## config.mk

```make
export PLATFORM = sky130hd
export DESIGN_NAME = collision_detector
export DESIGN_NICKNAME = d
export VERILOG_FILES = /design/src/rtl/smoosh_pkg.sv /design/src/rtl/box_classifier.sv /design/src/rtl/collision_detector.sv
export SDC_FILE = /design/constraint.sdc
export NUM_CORES = 1
export LEC_CHECK = 0
export BUFFER_PORTS_ARGS = -buffer_cell sky130_fd_sc_hd__buf_2
export CORE_UTILIZATION = 33
export CTS_BUF_LIST = sky130_fd_sc_hd__clkbuf_4
export DETAILED_ROUTE_END_ITERATION = 10
export PLACE_DENSITY = 0.52
export SLEW_MARGIN = 25
export SYNTH_ARGS = -nofsm -noshare
export SYNTH_HDL_FRONTEND = slang
export SYNTH_SLANG_ARGS = --single-unit
export TNS_END_PERCENT = 10
```

## constraint.sdc

```tcl
create_clock -name clk -period 5.9 [get_ports clk]
set_input_delay 0.295 -clock clk [delete_from_list [all_inputs] [get_ports clk]]
set_output_delay 0.295 -clock clk [all_outputs]
set_load 0.005 [all_outputs]
```

## src/rtl/smoosh_pkg.sv

```systemverilog
// rtl/smoosh_pkg.sv - shared stage geometry, platform table and collision FSM states
package smoosh_pkg;

  typedef struct packed {
    logic [9:0] x;
    logic [9:0] y;
    logic [9:0] w;
    logic [9:0] h;
  } platform_t;

  localparam int NUM_PLATFORMS = 4;
  localparam int SCREEN_W      = 640;
  localparam int SCREEN_H      = 480;

  // main, left, right, top
  localparam platform_t PLATFORMS [0:NUM_PLATFORMS-1] = '{
    '{x: 10'd80,  y: 10'd400, w: 10'd480, h: 10'd16},
    '{x: 10'd140, y: 10'd300, w: 10'd120, h: 10'd8},
    '{x: 10'd380, y: 10'd300, w: 10'd120, h: 10'd8},
    '{x: 10'd260, y: 10'd200, w: 10'd120, h: 10'd8}
  };

  typedef enum logic [1:0] {
    COLL_IDLE,
    COLL_SCAN,
    COLL_DONE
  } coll_state_t;

endpackage

```

## src/rtl/box_classifier.sv

```systemverilog
// rtl/box_classifier.sv - classifies one platform against the character box
// Exactly one of l/r/t/b is set under overlap, picked by the shallowest penetration.
module box_classifier
  import smoosh_pkg::*;
(
  input  logic [9:0] box_x,
  input  logic [9:0] box_y,
  input  logic [9:0] box_w,
  input  logic [9:0] box_h,
  input  platform_t  plat,
  output logic       hit_left,
  output logic       hit_right,
  output logic       hit_top,
  output logic       hit_bottom,
  output logic       touch
);

  // 11-bit edges so x+w never wraps
  logic [10:0] cx0, cx1, cy0, cy1;
  logic [10:0] px0, px1, py0, py1;
  logic [10:0] pb, pt, pl, pr;
  logic        h_ovl, overlap;

  always_comb begin
    cx0 = {1'b0, box_x};
    cy0 = {1'b0, box_y};
    cx1 = cx0 + {1'b0, box_w};
    cy1 = cy0 + {1'b0, box_h};
    px0 = {1'b0, plat.x};
    py0 = {1'b0, plat.y};
    px1 = px0 + {1'b0, plat.w};
    py1 = py0 + {1'b0, plat.h};

    h_ovl   = (cx0 < px1) && (cx1 > px0);
    overlap = h_ovl && (cy0 < py1) && (cy1 > py0);

    pb = cy1 - py0;
    pt = py1 - cy0;
    pl = px1 - cx0;
    pr = cx1 - px0;

    hit_left   = 1'b0;
    hit_right  = 1'b0;
    hit_top    = 1'b0;
    hit_bottom = 1'b0;
    // <= comparisons encode tie priority bottom > top > left > right
    if (overlap) begin
      if (pb <= pt && pb <= pl && pb <= pr)
        hit_bottom = 1'b1;
      else if (pt <= pl && pt <= pr)
        hit_top = 1'b1;
      else if (pl <= pr)
        hit_left = 1'b1;
      else
        hit_right = 1'b1;
    end

    touch = h_ovl && (cy1 == py0);
  end

endmodule

```

## src/rtl/collision_detector.sv

```systemverilog
// rtl/collision_detector.sv - per-frame platform scan publishing registered collision flags
// One platform is classified per clock; results are published once per completed scan.
module collision_detector #(
  parameter int NUM_PLATFORMS = smoosh_pkg::NUM_PLATFORMS,
  parameter int SCREEN_W      = 640
) (
  input  logic       clk,
  input  logic       reset,
  input  logic       frame_tick,
  input  logic [9:0] char_x,
  input  logic [9:0] char_y,
  input  logic [9:0] char_width,
  input  logic [9:0] char_height,
  output logic       collision_left,
  output logic       collision_right,
  output logic       collision_top,
  output logic       collision_bottom,
  output logic       is_grounded,
  output logic       collision_valid
);

  import smoosh_pkg::*;

  localparam int IDX_W = (NUM_PLATFORMS > 1) ? $clog2(NUM_PLATFORMS) : 1;

  coll_state_t state, state_next;

  logic [9:0]       snap_x, snap_y, snap_w, snap_h;
  logic [IDX_W-1:0] idx;
  logic             acc_l, acc_r, acc_t, acc_b, acc_g;
  logic             hit_l, hit_r, hit_t, hit_b, hit_touch;
  logic             last_idx, edge_l, edge_r;
  logic [10:0]      snap_x1;

  box_classifier u_classifier (
    .box_x      (snap_x),
    .box_y      (snap_y),
    .box_w      (snap_w),
    .box_h      (snap_h),
    .plat       (PLATFORMS[idx]),
    .hit_left   (hit_l),
    .hit_right  (hit_r),
    .hit_top    (hit_t),
    .hit_bottom (hit_b),
    .touch      (hit_touch)
  );

  always_ff @(posedge clk) begin
    if (reset) state <= COLL_IDLE;
    else       state <= state_next;
  end

  always_comb begin
    last_idx   = (idx == IDX_W'(NUM_PLATFORMS - 1));
    state_next = state;
    case (state)
      COLL_IDLE: if (frame_tick) state_next = COLL_SCAN;
      COLL_SCAN: if (last_idx)   state_next = COLL_DONE;
      COLL_DONE: state_next = COLL_IDLE;
      default:   state_next = COLL_IDLE;
    endcase
  end

  always_comb begin
    snap_x1 = {1'b0, snap_x} + {1'b0, snap_w};
    edge_l  = (snap_x == 10'd0);
    edge_r  = (snap_x1 >= 11'(SCREEN_W));
  end

  always_ff @(posedge clk) begin
    if (reset) begin
      snap_x           <= '0;
      snap_y           <= '0;
      snap_w           <= '0;
      snap_h           <= '0;
      idx              <= '0;
      acc_l            <= 1'b0;
      acc_r            <= 1'b0;
      acc_t            <= 1'b0;
      acc_b            <= 1'b0;
      acc_g            <= 1'b0;
      collision_left   <= 1'b0;
      collision_right  <= 1'b0;
      collision_top    <= 1'b0;
      collision_bottom <= 1'b0;
      is_grounded      <= 1'b0;
      collision_valid  <= 1'b0;
    end else begin
      collision_valid <= 1'b0;
      case (state)
        COLL_IDLE: begin
          if (frame_tick) begin
            snap_x <= char_x;
            snap_y <= char_y;
            snap_w <= char_width;
            snap_h <= char_height;
            idx    <= '0;
            acc_l  <= 1'b0;
            acc_r  <= 1'b0;
            acc_t  <= 1'b0;
            acc_b  <= 1'b0;
            acc_g  <= 1'b0;
          end
        end
        COLL_SCAN: begin
          acc_l <= acc_l | hit_l;
          acc_r <= acc_r | hit_r;
          acc_t <= acc_t | hit_t;
          acc_b <= acc_b | hit_b;
          acc_g <= acc_g | hit_touch | hit_b;
          if (!last_idx) idx <= idx + 1'b1;
        end
        COLL_DONE: begin
          collision_left   <= acc_l | edge_l;
          collision_right  <= acc_r | edge_r;
          collision_top    <= acc_t;
          collision_bottom <= acc_b;
          is_grounded      <= acc_g;
          collision_valid  <= 1'b1;
        end
        default: ;
      endcase
    end
  end

endmodule
```

==> load_flow_metrics.sql, run 1 <==
INSERT INTO impl_metrics (metric_group, metric, value, unit) VALUES
('synth', 'syn_area_per_cell', '7.814', 'µm²'),
('timing', 'rsz0062_at_grt', 'no', ''),
('clock_network', 'postCtsHoldBufs', '0', ''),
('clock_network', 'postCtsSetupBuffers', '0', ''),
('placed_design', 'routabilityCongestion', '0.9029', ''),
('synth', 'synth_enable_flop_cells', '0', ''),
('timing', 'fin_setup_tns', '0', 'ps'),
('clock_network', 'cts.sink_count', '55', ''),
('global_route', 'gr-usage-all-layers', '18.18', '%'),
('worst_setup_path', 'crit_path_cell_trace', 'ha_1 > inv_1 > fa_1 > nand2b_1 > a21oi_1 > buf_4 > or2_2 > a21oi_1 > xnor2_1 > ha_1 > or2_1 > xnor2_1 > ha_1 > nand2_1 > nor4_1 > o21bai_1 > o31ai_1 > maj3_1 > maj3_2 > a22o_1 > o31ai_2', ''),
('timing', 'fmax', '0.1788', 'GHz'),
('synth', 'mappedNetlistNets', '946', ''),
('worst_setup_path', 'worst-setup-path-type', 'reg2reg', ''),
('worst_setup_path', 'worst_r2r_endpoint', 'acc_l', ''),
('timing', 'layout_min_cycle_time', '5593', 'ps'),
('clock_network', 'worst_skew_pair.late_latency', '400', 'ps'),
('clock_network', 'post_cts.resized_instances', '0', ''),
('synth', 'yosys_warnings', '0', ''),
('worst_setup_path', 'cp_data_required_time', '6210', 'ps'),
('pwr', 'power-per-cell-area', '264.1', 'nW/µm²'),
('timing', 'portion_of_the_clock_cycle_consumed_by_the_worst_path_in_the_final_layout', '94.79', '%'),
('routing', 'via_per_inst', '5.186', ''),
('die', 'row_count', '49', ''),
('clock_network', 'cts.clk_slew.worst_paths', '190', 'ps'),
('clock_network', 'max-clock-path-buffers', '2', ''),
('cells_and_area', 'area.sequential', '1101', 'µm²'),
('synth', 'netlist_area', '6142', 'µm²'),
('routing', 'dr.pass1.iters', '5', ''),
('worst_setup_path', 'setup.worst_path.end_class', 'register', ''),
('cells_and_area', 'final_layout_size_suffix_gt1_share', '11.08', '%'),
('worst_setup_path', 'timing.critical_path.slowest_cell_delay', '590', 'ps'),
('synth', 'post_synth_num_cell_types', '81', ''),
('worst_setup_path', 'critPathMostFrequentCell', 'ha_1', ''),
('die', 'fp.dieH', '138.4', 'µm'),
('routing', 'detailedRoute.firstIterationViolations', '291', ''),
('timing', 'finalHoldViolCount', '0', ''),
('clock_network', 'cts_tree', 'built', ''),
('placed_design', 'place.port_buffers', '48', ''),
('timing', 'slew-limit-headroom', '56.22', '%'),
('synth', 'seq_area_frac_synth', '17.93', '%'),
('global_route', 'overflow_after_grt', '0', ''),
('timing', 'setup_viol', '0', ''),
('timing', 'final.hold.worst_slack', '99.34', 'ps'),
('pwr', 'total_leakage_power', '2.984', 'nW'),
('synth', 'syn_inst', '786', ''),
('die', 'floorplan.die_area', '19160', 'µm²'),
('placed_design', 'detailed_place_hpwl', '14220', 'µm'),
('synth', 'synth_flop_cell', 'dfxtp_1', ''),
('worst_setup_path', 'worst_r2r_path_depth', '21', ''),
('timing', 'transition_time_of_the_tightest_slew_check_pin', '650.7', 'ps'),
('routing', 'wl_per_cell', '16.09', 'µm'),
('status', 'outcome', 'completed', ''),
('run', 'timing.max_cap.violations', '0', ''),
('routing', 'drc', '0', ''),
('worst_hold_path', 'hold_class', 'in2reg', ''),
('worst_setup_path', 'r2r_slack', '310', 'ps'),
('clock_network', 'cts-buffers-inserted', '5', ''),
('timing', 'finClkSkew', '22.88', 'ps'),
('pwr', 'power', '1.765', 'mW'),
('synth', 'asyncSetResetFlopFracSynth', '0', '%'),
('pwr', 'irDropWorstVdd', '0.0001103', 'V'),
('worst_setup_path', 'crit_slowest_cell', 'nor4_1', ''),
('cells_and_area', 'most-common-layout-cells', 'ha_1, nand2_1, a21oi_1', ''),
('die', 'initial_core_util', '33.96', '%'),
('routing', 'postRouteAntennaNets', '0', ''),
('worst_setup_path', 'worstSetupStartpoint', 'snap_x[0]', ''),
('cells_and_area', 'syn2layout_area_growth', '8.841', '%'),
('timing', 'finalMaxSlewViolations', '0', ''),
('synth', 'postSynthRegisterBits', '55', ''),
('global_route', 'first_global_vias', '5158', ''),
('clock_network', 'cts_root_buf', 'clkbuf_4', '');
==> logic make-up (layout without fill, tap and decap cells) <==
| group | after synthesis | after routing | synth area share (%) |
|---|---|---|---|
| flip-flops | 55 | 55 | 17.93 |
| multiplexers | 1 | 1 | 0.1833 |
| adder cells (fa/ha/maj) | 123 | 123 | 25.34 |
| other | 0 | 1 | 0 |
| AND/OR/NAND/NOR | 252 | 252 | 19.60 |
| AO/OA/AOI/OAI | 217 | 217 | 23.57 |
| buffers and inverters | 90 | 134 | 6.172 |
| XOR/XNOR | 48 | 48 | 7.211 |
==> synthesized netlist by cell type, types with 13 or more instances <==
cell,number,area (µm²)
nand4_1,14,87.58
a21oi_1,85,425.4
o21ai_0,32,160.2
nor2_1,37,138.9
xor2_1,24,210.2
ha_1,113,1414
dfxtp_1,55,1101
nand2_1,111,416.7
a21o_1,19,142.6
xnor2_1,21,183.9
inv_1,70,262.8
nand2b_1,16,100.1
nor3_1,20,100.1
nor2b_1,13,81.33
==> stage by stage <==
step | instance area [µm²] | util, % | setup slack [ps] | std cells
4_1_cts | 6683 | 36.95 | 388.4 | 1059
3_3_place_gp | 6621 | 36.61 | 518.4 | 1051
6_report | 6685 | 36.96 | 307.4 | 1060
3_5_place_dp | 6621 | 36.61 | 453.9 | 1051
2_1_floorplan | 6142 | - | 1226 | 786
5_1_grt | 6685 | 36.96 | 68.55 | 1060
==> area by class of cell <==
class / instances / share of cell area, %
diodes: 1 / 0.03743
clock buffers: 6 / 0.6738
inverters: 71 / 4.174
repair buffers: 55 / 4.380
well taps: 229 / 4.286
multi-input cells: 641 / 69.74
clock inverters: 2 / 0.2433
flip-flops and latches: 55 / 16.47
==> sequential cells by signal (all words and copies together), names as in the netlist <==
| register | cells |
|---|---|
| is_grounded | 1 |
| acc_t | 1 |
| collision_left | 1 |
| acc_g | 1 |
| state | 2 |
| idx | 2 |
| collision_right | 1 |
| acc_b | 1 |
| collision_valid | 1 |
| snap_h | 10 |
| acc_l | 1 |
| collision_top | 1 |
| snap_w | 10 |
| acc_r | 1 |
| collision_bottom | 1 |
| snap_x | 10 |
| snap_y | 10 |
==> per-layer routing <==
layer	part of all wire [%]	global-route usage (%)
met3	3.9	1.628
met1	54	27.58
met5	0	0
met2	41	27.30
met4	1.4	4.376
==> critical path, delay by kind of cell (launching register included) <==
family	cells	cell delay, ps
fa+ha+maj	6	1900
simple gates	5	1280
compound gates	6	980
xor+xnor	2	610
flops	1	510
buf+inv	2	240
==> power breakdown <==
part	switching, mW	total (mW)	internal, mW
sequential	0.0177	0.409	0.391
clock	0.135	0.188	0.0531
combinational	0.676	1.17	0.492
total	0.829	1.77	0.937
==> how the worst min path moves through the flow <==
stage / start / to / slack [ps] / cells past startpoint
floorplan: acc_r / acc_r / 430 / 2
global placement: collision_bottom / collision_bottom / 440 / 2
detailed placement: collision_bottom / collision_bottom / 450 / 2
CTS: char_x[9] / snap_x[9] / 80 / 3
global route: char_y[4] / snap_y[4] / 80 / 3
finish: char_width[4] / snap_w[4] / 100 / 3
(Power assumes the default switching activity.)
==> inputs of run 2 (changes only) <==
Settings changed: CELL_PAD_IN_SITES_DETAIL_PLACEMENT set to 2, CELL_PAD_IN_SITES_GLOBAL_PLACEMENT set to 2, CORE_MARGIN set to 2, PLACE_DENSITY 0.52 to 0.78.
==> run 2 against run 1 <==
Effect of this change:
- via count is 7.6% higher
- routed wire length is 29% higher
- worst hold slack better by 14 ps
- final cell count is 0.19% lower
- highest routed layer unchanged
- register-to-register slack better by 200 ps
- global-route usage is 4.0 points higher
==> load_flow_metrics.sql, run 2 (synthesis gave the netlist of run 1 again) <==
INSERT INTO impl_metrics (metric_group, metric, value, unit) VALUES
('status', 'outcome', 'completed', ''),
('routing', 'postRouteAntennaNets', '0', ''),
('routing', 'dr.pass1.iters', '4', ''),
('routing', 'num_vias', '5913', ''),
('timing', 'fmax', '0.1855', 'GHz'),
('clock_network', 'cts_tree', 'built', ''),
('global_route', 'grt_max_degree', '54', ''),
('clock_network', 'cts.clk_slew.worst_paths', '190', 'ps'),
('run', 'timing.max_cap.violations', '0', ''),
('placed_design', 'place.port_buffers', '48', ''),
('routing', 'wirelength', '22010', 'µm'),
('die', 'initial_core_util', '33.96', '%'),
('worst_setup_path', 'cp_data_required_time', '6230', 'ps'),
('clock_network', 'postCtsSetupBuffers', '0', ''),
('cells_and_area', 'most-common-layout-cells', 'ha_1, nand2_1, a21oi_1', ''),
('worst_setup_path', 'worst-setup-path-type', 'reg2reg', ''),
('global_route', 'antenna_violations_before_repair', '1', ''),
('worst_setup_path', 'startpoint_type', 'register', ''),
('placed_design', 'routabilityCongestion', '0.8817', ''),
('die', 'core_area', '18090', 'µm²'),
('routing', 'drc', '0', ''),
('pwr', 'switchingPower', '915.9', 'µW'),
('placed_design', 'detailedPlace.worstSlack', '416.1', 'ps'),
('clock_network', 'cts-buffers-inserted', '5', ''),
('placed_design', 'numPlacedInstances', '1049', ''),
('pwr', 'irDropWorstVdd', '0.0001172', 'V'),
('timing', 'finalMaxSlewViolations', '0', ''),
('routing', 'detailedRoute.firstIterationViolations', '293', ''),
('cells_and_area', 'syn2layout_area_growth', '8.902', '%'),
('cells_and_area', 'final_layout_size_suffix_gt1_share', '11.23', '%'),
('routing', 'wl_per_cell', '20.80', 'µm'),
('pwr', 'clock_power_share', '10.2', '%'),
('global_route', 'first_global_vias', '6460', ''),
('timing', 'slew-limit-headroom', '46.01', '%'),
('pwr', 'power-per-cell-area', '278.5', 'nW/µm²'),
('cells_and_area', 'mostFrequentLayoutCell', 'ha_1', ''),
('die', 'die_span_in_x', '140.4', 'µm'),
('placed_design', 'detailed_place_hpwl', '18630', 'µm'),
('timing', 'transition_time_of_the_tightest_slew_check_pin', '804.1', 'ps'),
('routing', 'via_per_inst', '5.589', ''),
('timing', 'setup_viol', '0', ''),
('clock_network', 'post_cts.resized_instances', '0', ''),
('timing', 'portion_of_the_clock_cycle_consumed_by_the_worst_path_in_the_final_layout', '91.35', '%'),
('clock_network', 'cts.sink_count', '55', ''),
('pwr', 'internal_dissipation', '946.6', 'µW'),
('timing', 'rsz0062_at_grt', 'no', ''),
('pwr', 'total_leakage_power', '2.984', 'nW'),
('die', 'floorplan.die_area', '19720', 'µm²'),
('pwr', 'power_switching_share', '49.18', '%'),
('timing', 'finClkSkew', '14.02', 'ps'),
('cells_and_area', 'design.final.nets', '987', ''),
('global_route', 'gr-usage-all-layers', '22.21', '%'),
('global_route', 'overflow_after_grt', '0', ''),
('worst_hold_path', 'hold_class', 'in2reg', ''),
('pwr', 'power.share.sequential', '22.1', '%'),
('die', 'fp.dieH', '140.4', 'µm'),
('global_route', 'grt_first_pass_wirelength', '34800', 'µm'),
('clock_network', 'cts_root_buf', 'clkbuf_4', ''),
('pwr', 'p_comb_share', '67.7', '%'),
('clock_network', 'postCtsHoldBufs', '0', ''),
('clock_network', 'cts-htree-levels', '2', ''),
('clock_network', 'max-clock-path-buffers', '2', ''),
('die', 'row_count', '49', ''),
('worst_setup_path', 'worstPathArrival', '5720', 'ps'),
('timing', 'finalHoldViolCount', '0', ''),
('timing', 'fin_setup_tns', '0', 'ps'),
('clock_network', 'worst_skew_pair.late_latency', '390', 'ps'),
('worst_setup_path', 'worst-path-max-fanout', '4', ''),
('timing', 'finalWorstSetupSlack', '510.3', 'ps'),
('worst_setup_path', 'setup.worst_path.end_class', 'register', ''),
('cells_and_area', 'fin_cells', '1058', ''),
('die', 'pin_count', '49', ''),
('timing', 'layout_min_cycle_time', '5390', 'ps');
==> run 2: cell types whose count changed in the layout (fill, tap and decap cells not counted), sizes merged <==
cell / previous run / this run
buf: 55 / 53
clkbuf: 6 / 5
clkinv: 0 / 1
clkinvlp: 1 / 0
inv: 72 / 73
==> run 2: final cells by class <==
cell class                 count  area [µm²]
tap                          229       286.5
inverter                      71       279.0
fill                        2116       11400
timing repair buffer          53       280.3
sequential                    55        1101
multi-input combinational    641        4679
clock inverter                 3       22.52
antenna                        1       2.502
clock buffer                   5       37.54
==> run 2: path summary, 6_finish.rpt <==
path	startpoint	endpoint	slack (ps)	cells after the start
hold / removal	char_y[5]	snap_y[5]	110	3
setup reg to reg	snap_y[0]	acc_g	510	24
hold reg to reg	snap_w[7]	snap_w[7]	480	2
setup / recovery	snap_y[0]	acc_g	510	24
==> run 2: worst max-delay path: stages (launching register included) <==
cell	delay (ps)
dfxtp_1	430
ha_1	250
inv_1	80
fa_1	410
nor2b_1	130
o21ai_0	120
a21boi_0	290
o21ai_0	170
nor2b_1	170
xnor2_1	150
ha_1	390
o21ai_0	160
o21a_1	220
nor2_1	110
nor3_1	60
xnor2_1	330
ha_1	220
nand2_1	80
nor3_1	240
a32oi_1	150
a2111oi_0	370
o31a_1	220
o211ai_2	120
o21a_1	210
a211oi_1	200
==> run 2: power by group through the flow <==
stage                     clock network, mW  registers (mW)  logic [mW]
after floorplan                           0           0.411       0.888
after global placement                    0           0.419        1.16
after detailed placement                  0           0.420        1.24
after CTS                             0.195           0.412        1.25
after global routing                  0.209           0.415        1.40
final                                 0.190           0.412        1.26
==> run 2: through the flow <==
step / hold slack [ps] / area [µm²] / util, % / total power [mW]
after global routing: 88.42 / 6689 / 36.98 / 2.027
after detailed placement: 458.1 / 6606 / 36.53 / 1.665
final: 113.7 / 6689 / 36.98 / 1.863
after global placement: 446.4 / 6606 / 36.53 / 1.583
after floorplan: 425.8 / 6142 / - / 1.299
after CTS: 99.57 / 6666 / 36.86 / 1.861
==> run 2: layer usage <==
metal  wire length [µm]  global-route usage, %  up-vias
met2              10270                  38.18       74
met5                  0                      0        -
li1                   -                      -     2878
met4                342                  4.519        0
met1              10870                  30.45     2940
met3                522                  1.915       21
==> inputs of run 3 (changes only) <==
Clock period 5.9 ns to 6.5 ns, I/O delays scaled along.
==> run 3 against run 2 <==
Effect of this change:
- count of clock-buffer cells in the layout rose by 1
- worst hold slack got worse by 4.9 ps
- sequential share of layout area rose by 0.084 points
- critical path type unchanged
- highest routed layer unchanged
- global-route usage rose by 0.42 points
- non-clock buffer count fell by 2
- clock skew rose by 9.5 ps
==> load_flow_metrics.sql, run 3 (synthesis gave the netlist of run 1 again) <==
INSERT INTO impl_metrics (metric_group, metric, value, unit) VALUES
('status', 'outcome', 'completed', ''),
('pwr', 'power.share.sequential', '22.0', '%'),
('pwr', 'total_leakage_power', '2.963', 'nW'),
('die', 'initial_core_util', '33.96', '%'),
('die', 'core_area', '18090', 'µm²'),
('placed_design', 'place.port_buffers', '48', ''),
('worst_setup_path', 'startpoint_type', 'register', ''),
('cells_and_area', 'mostFrequentLayoutCell', 'ha_1', ''),
('global_route', 'overflow_after_grt', '0', ''),
('routing', 'via_per_inst', '5.628', ''),
('timing', 'finClkSkew', '23.53', 'ps'),
('global_route', 'antenna_violations_before_repair', '1', ''),
('clock_network', 'worst_skew_pair.late_latency', '420', 'ps'),
('worst_setup_path', 'worstPathArrival', '6340', 'ps'),
('worst_setup_path', 'cp_data_required_time', '6840', 'ps'),
('placed_design', 'routabilityCongestion', '0.9267', ''),
('global_route', 'first_global_vias', '6649', ''),
('run', 'timing.max_cap.violations', '0', ''),
('clock_network', 'cts-htree-levels', '2', ''),
('clock_network', 'post_cts.resized_instances', '0', ''),
('routing', 'wl_per_cell', '20.99', 'µm'),
('clock_network', 'postCtsSetupBuffers', '0', ''),
('timing', 'fmax', '0.1666', 'GHz'),
('clock_network', 'cts_root_buf', 'clkbuf_4', ''),
('timing', 'fin_setup_tns', '0', 'ps'),
('pwr', 'power', '1.703', 'mW'),
('clock_network', 'cts-buffers-inserted', '5', ''),
('worst_setup_path', 'worst-setup-path-type', 'reg2reg', ''),
('global_route', 'grt_max_degree', '54', ''),
('worst_setup_path', 'worst-path-max-fanout', '6', ''),
('timing', 'portion_of_the_clock_cycle_consumed_by_the_worst_path_in_the_final_layout', '92.34', '%'),
('routing', 'drc', '0', ''),
('die', 'fp.dieH', '140.4', 'µm'),
('pwr', 'power-per-cell-area', '255.8', 'nW/µm²'),
('clock_network', 'max-clock-path-buffers', '2', ''),
('cells_and_area', 'layout.core_utilization', '36.80', '%'),
('global_route', 'gr-usage-all-layers', '22.63', '%'),
('timing', 'finalWorstSetupSlack', '497.6', 'ps'),
('worst_hold_path', 'hold_class', 'in2reg', ''),
('clock_network', 'postCtsHoldBufs', '0', ''),
('placed_design', 'numPlacedInstances', '1047', ''),
('routing', 'num_vias', '5943', ''),
('timing', 'rsz0062_at_grt', 'no', ''),
('die', 'floorplan.die_area', '19720', 'µm²'),
('cells_and_area', 'fin_cells', '1056', ''),
('pwr', 'power_switching_share', '49.57', '%'),
('pwr', 'irDropWorstVdd', '0.0001015', 'V'),
('timing', 'setup_viol', '0', ''),
('routing', 'postRouteAntennaNets', '0', ''),
('die', 'row_count', '49', ''),
('pwr', 'internal_dissipation', '858.6', 'µW'),
('die', 'die_span_in_x', '140.4', 'µm'),
('placed_design', 'detailedPlace.worstSlack', '544.2', 'ps'),
('timing', 'transition_time_of_the_tightest_slew_check_pin', '976.6', 'ps'),
('routing', 'detailedRoute.firstIterationViolations', '204', ''),
('routing', 'dr.pass1.iters', '4', ''),
('clock_network', 'cts_tree', 'built', ''),
('timing', 'layout_min_cycle_time', '6002', 'ps'),
('worst_setup_path', 'setup.worst_path.end_class', 'register', ''),
('cells_and_area', 'most-common-layout-cells', 'ha_1, nand2_1, a21oi_1', ''),
('cells_and_area', 'final_layout_size_suffix_gt1_share', '10.65', '%'),
('clock_network', 'cts.sink_count', '55', ''),
('timing', 'finalHoldViolCount', '0', ''),
('routing', 'wirelength', '22160', 'µm'),
('timing', 'finalMaxSlewViolations', '0', ''),
('cells_and_area', 'design.final.nets', '985', ''),
('pwr', 'clock_power_share', '10.5', '%'),
('global_route', 'grt_first_pass_wirelength', '35470', 'µm'),
('cells_and_area', 'syn2layout_area_growth', '8.352', '%'),
('placed_design', 'detailed_place_hpwl', '18840', 'µm'),
('die', 'pin_count', '49', ''),
('pwr', 'p_comb_share', '67.5', '%'),
('timing', 'slew-limit-headroom', '34.89', '%'),
('pwr', 'switchingPower', '844.0', 'µW'),
('clock_network', 'cts.clk_slew.worst_paths', '200', 'ps');
[run 3: path summary, 6_finish.rpt]
kind | depth (start not counted) | slack, ps | end | startpoint
min reg2reg | 2 | 480 | snap_w[5] | snap_w[5]
min | 3 | 110 | snap_h[3] | char_height[3]
max | 20 | 500 | acc_l | snap_x[0]
max reg2reg | 20 | 500 | acc_l | snap_x[0]
[run 3: final cells by class]
type                            count  area [µm²]
Fill cell                        2122       11430
Multi-Input combinational cell    641        4662
Sequential cell                    55        1101
Tap cell                          229       286.5
Inverter                           71       279.0
Timing Repair Buffer               51       262.8
Clock buffer                        6       45.04
Clock inverter                      2       16.27
Antenna cell                        1       2.502
[run 3: power groups by stage]
stage | sequential [mW] | clock [mW] | combinational (mW)
4_1_cts | 0.375 | 0.184 | 1.15
5_1_grt | 0.378 | 0.198 | 1.27
6_report | 0.375 | 0.179 | 1.15
3_5_place_dp | 0.382 | 0 | 1.14
2_1_floorplan | 0.373 | 0 | 0.806
3_3_place_gp | 0.381 | 0 | 1.05
[run 3: worst max-delay path: stages, from the launching register on]
cell      delay [ps]
dfxtp_1          630
ha_1             290
inv_1             80
fa_1             400
nand2b_1         190
a21oi_1          360
or2_2            220
a21oi_1           90
xnor2_1          190
ha_1             320
or2_1            290
xnor2_1          420
ha_1             210
nand2_1           90
nor4_1           630
o21bai_1         210
o31ai_1          110
maj3_1           420
maj3_2           340
a22o_1           200
o31ai_2          240
[run 3: per-stage QoR]
| step | hold slack [ps] | instance area [µm²] |
|---|---|---|
| after global routing | 95.30 | 6655 |
| after CTS | 103.1 | 6653 |
| after detailed placement | 464.0 | 6591 |
| after global placement | 447.6 | 6591 |
| final | 108.8 | 6655 |
| after floorplan | 425.8 | 6142 |
[run 3: routing by layer]
layer | wire (µm) | GRT usage [%]
met3 | 822 | 1.983
met5 | 0 | 0
met4 | 420 | 5.688
met2 | 10550 | 39.32
met1 | 10370 | 30.27
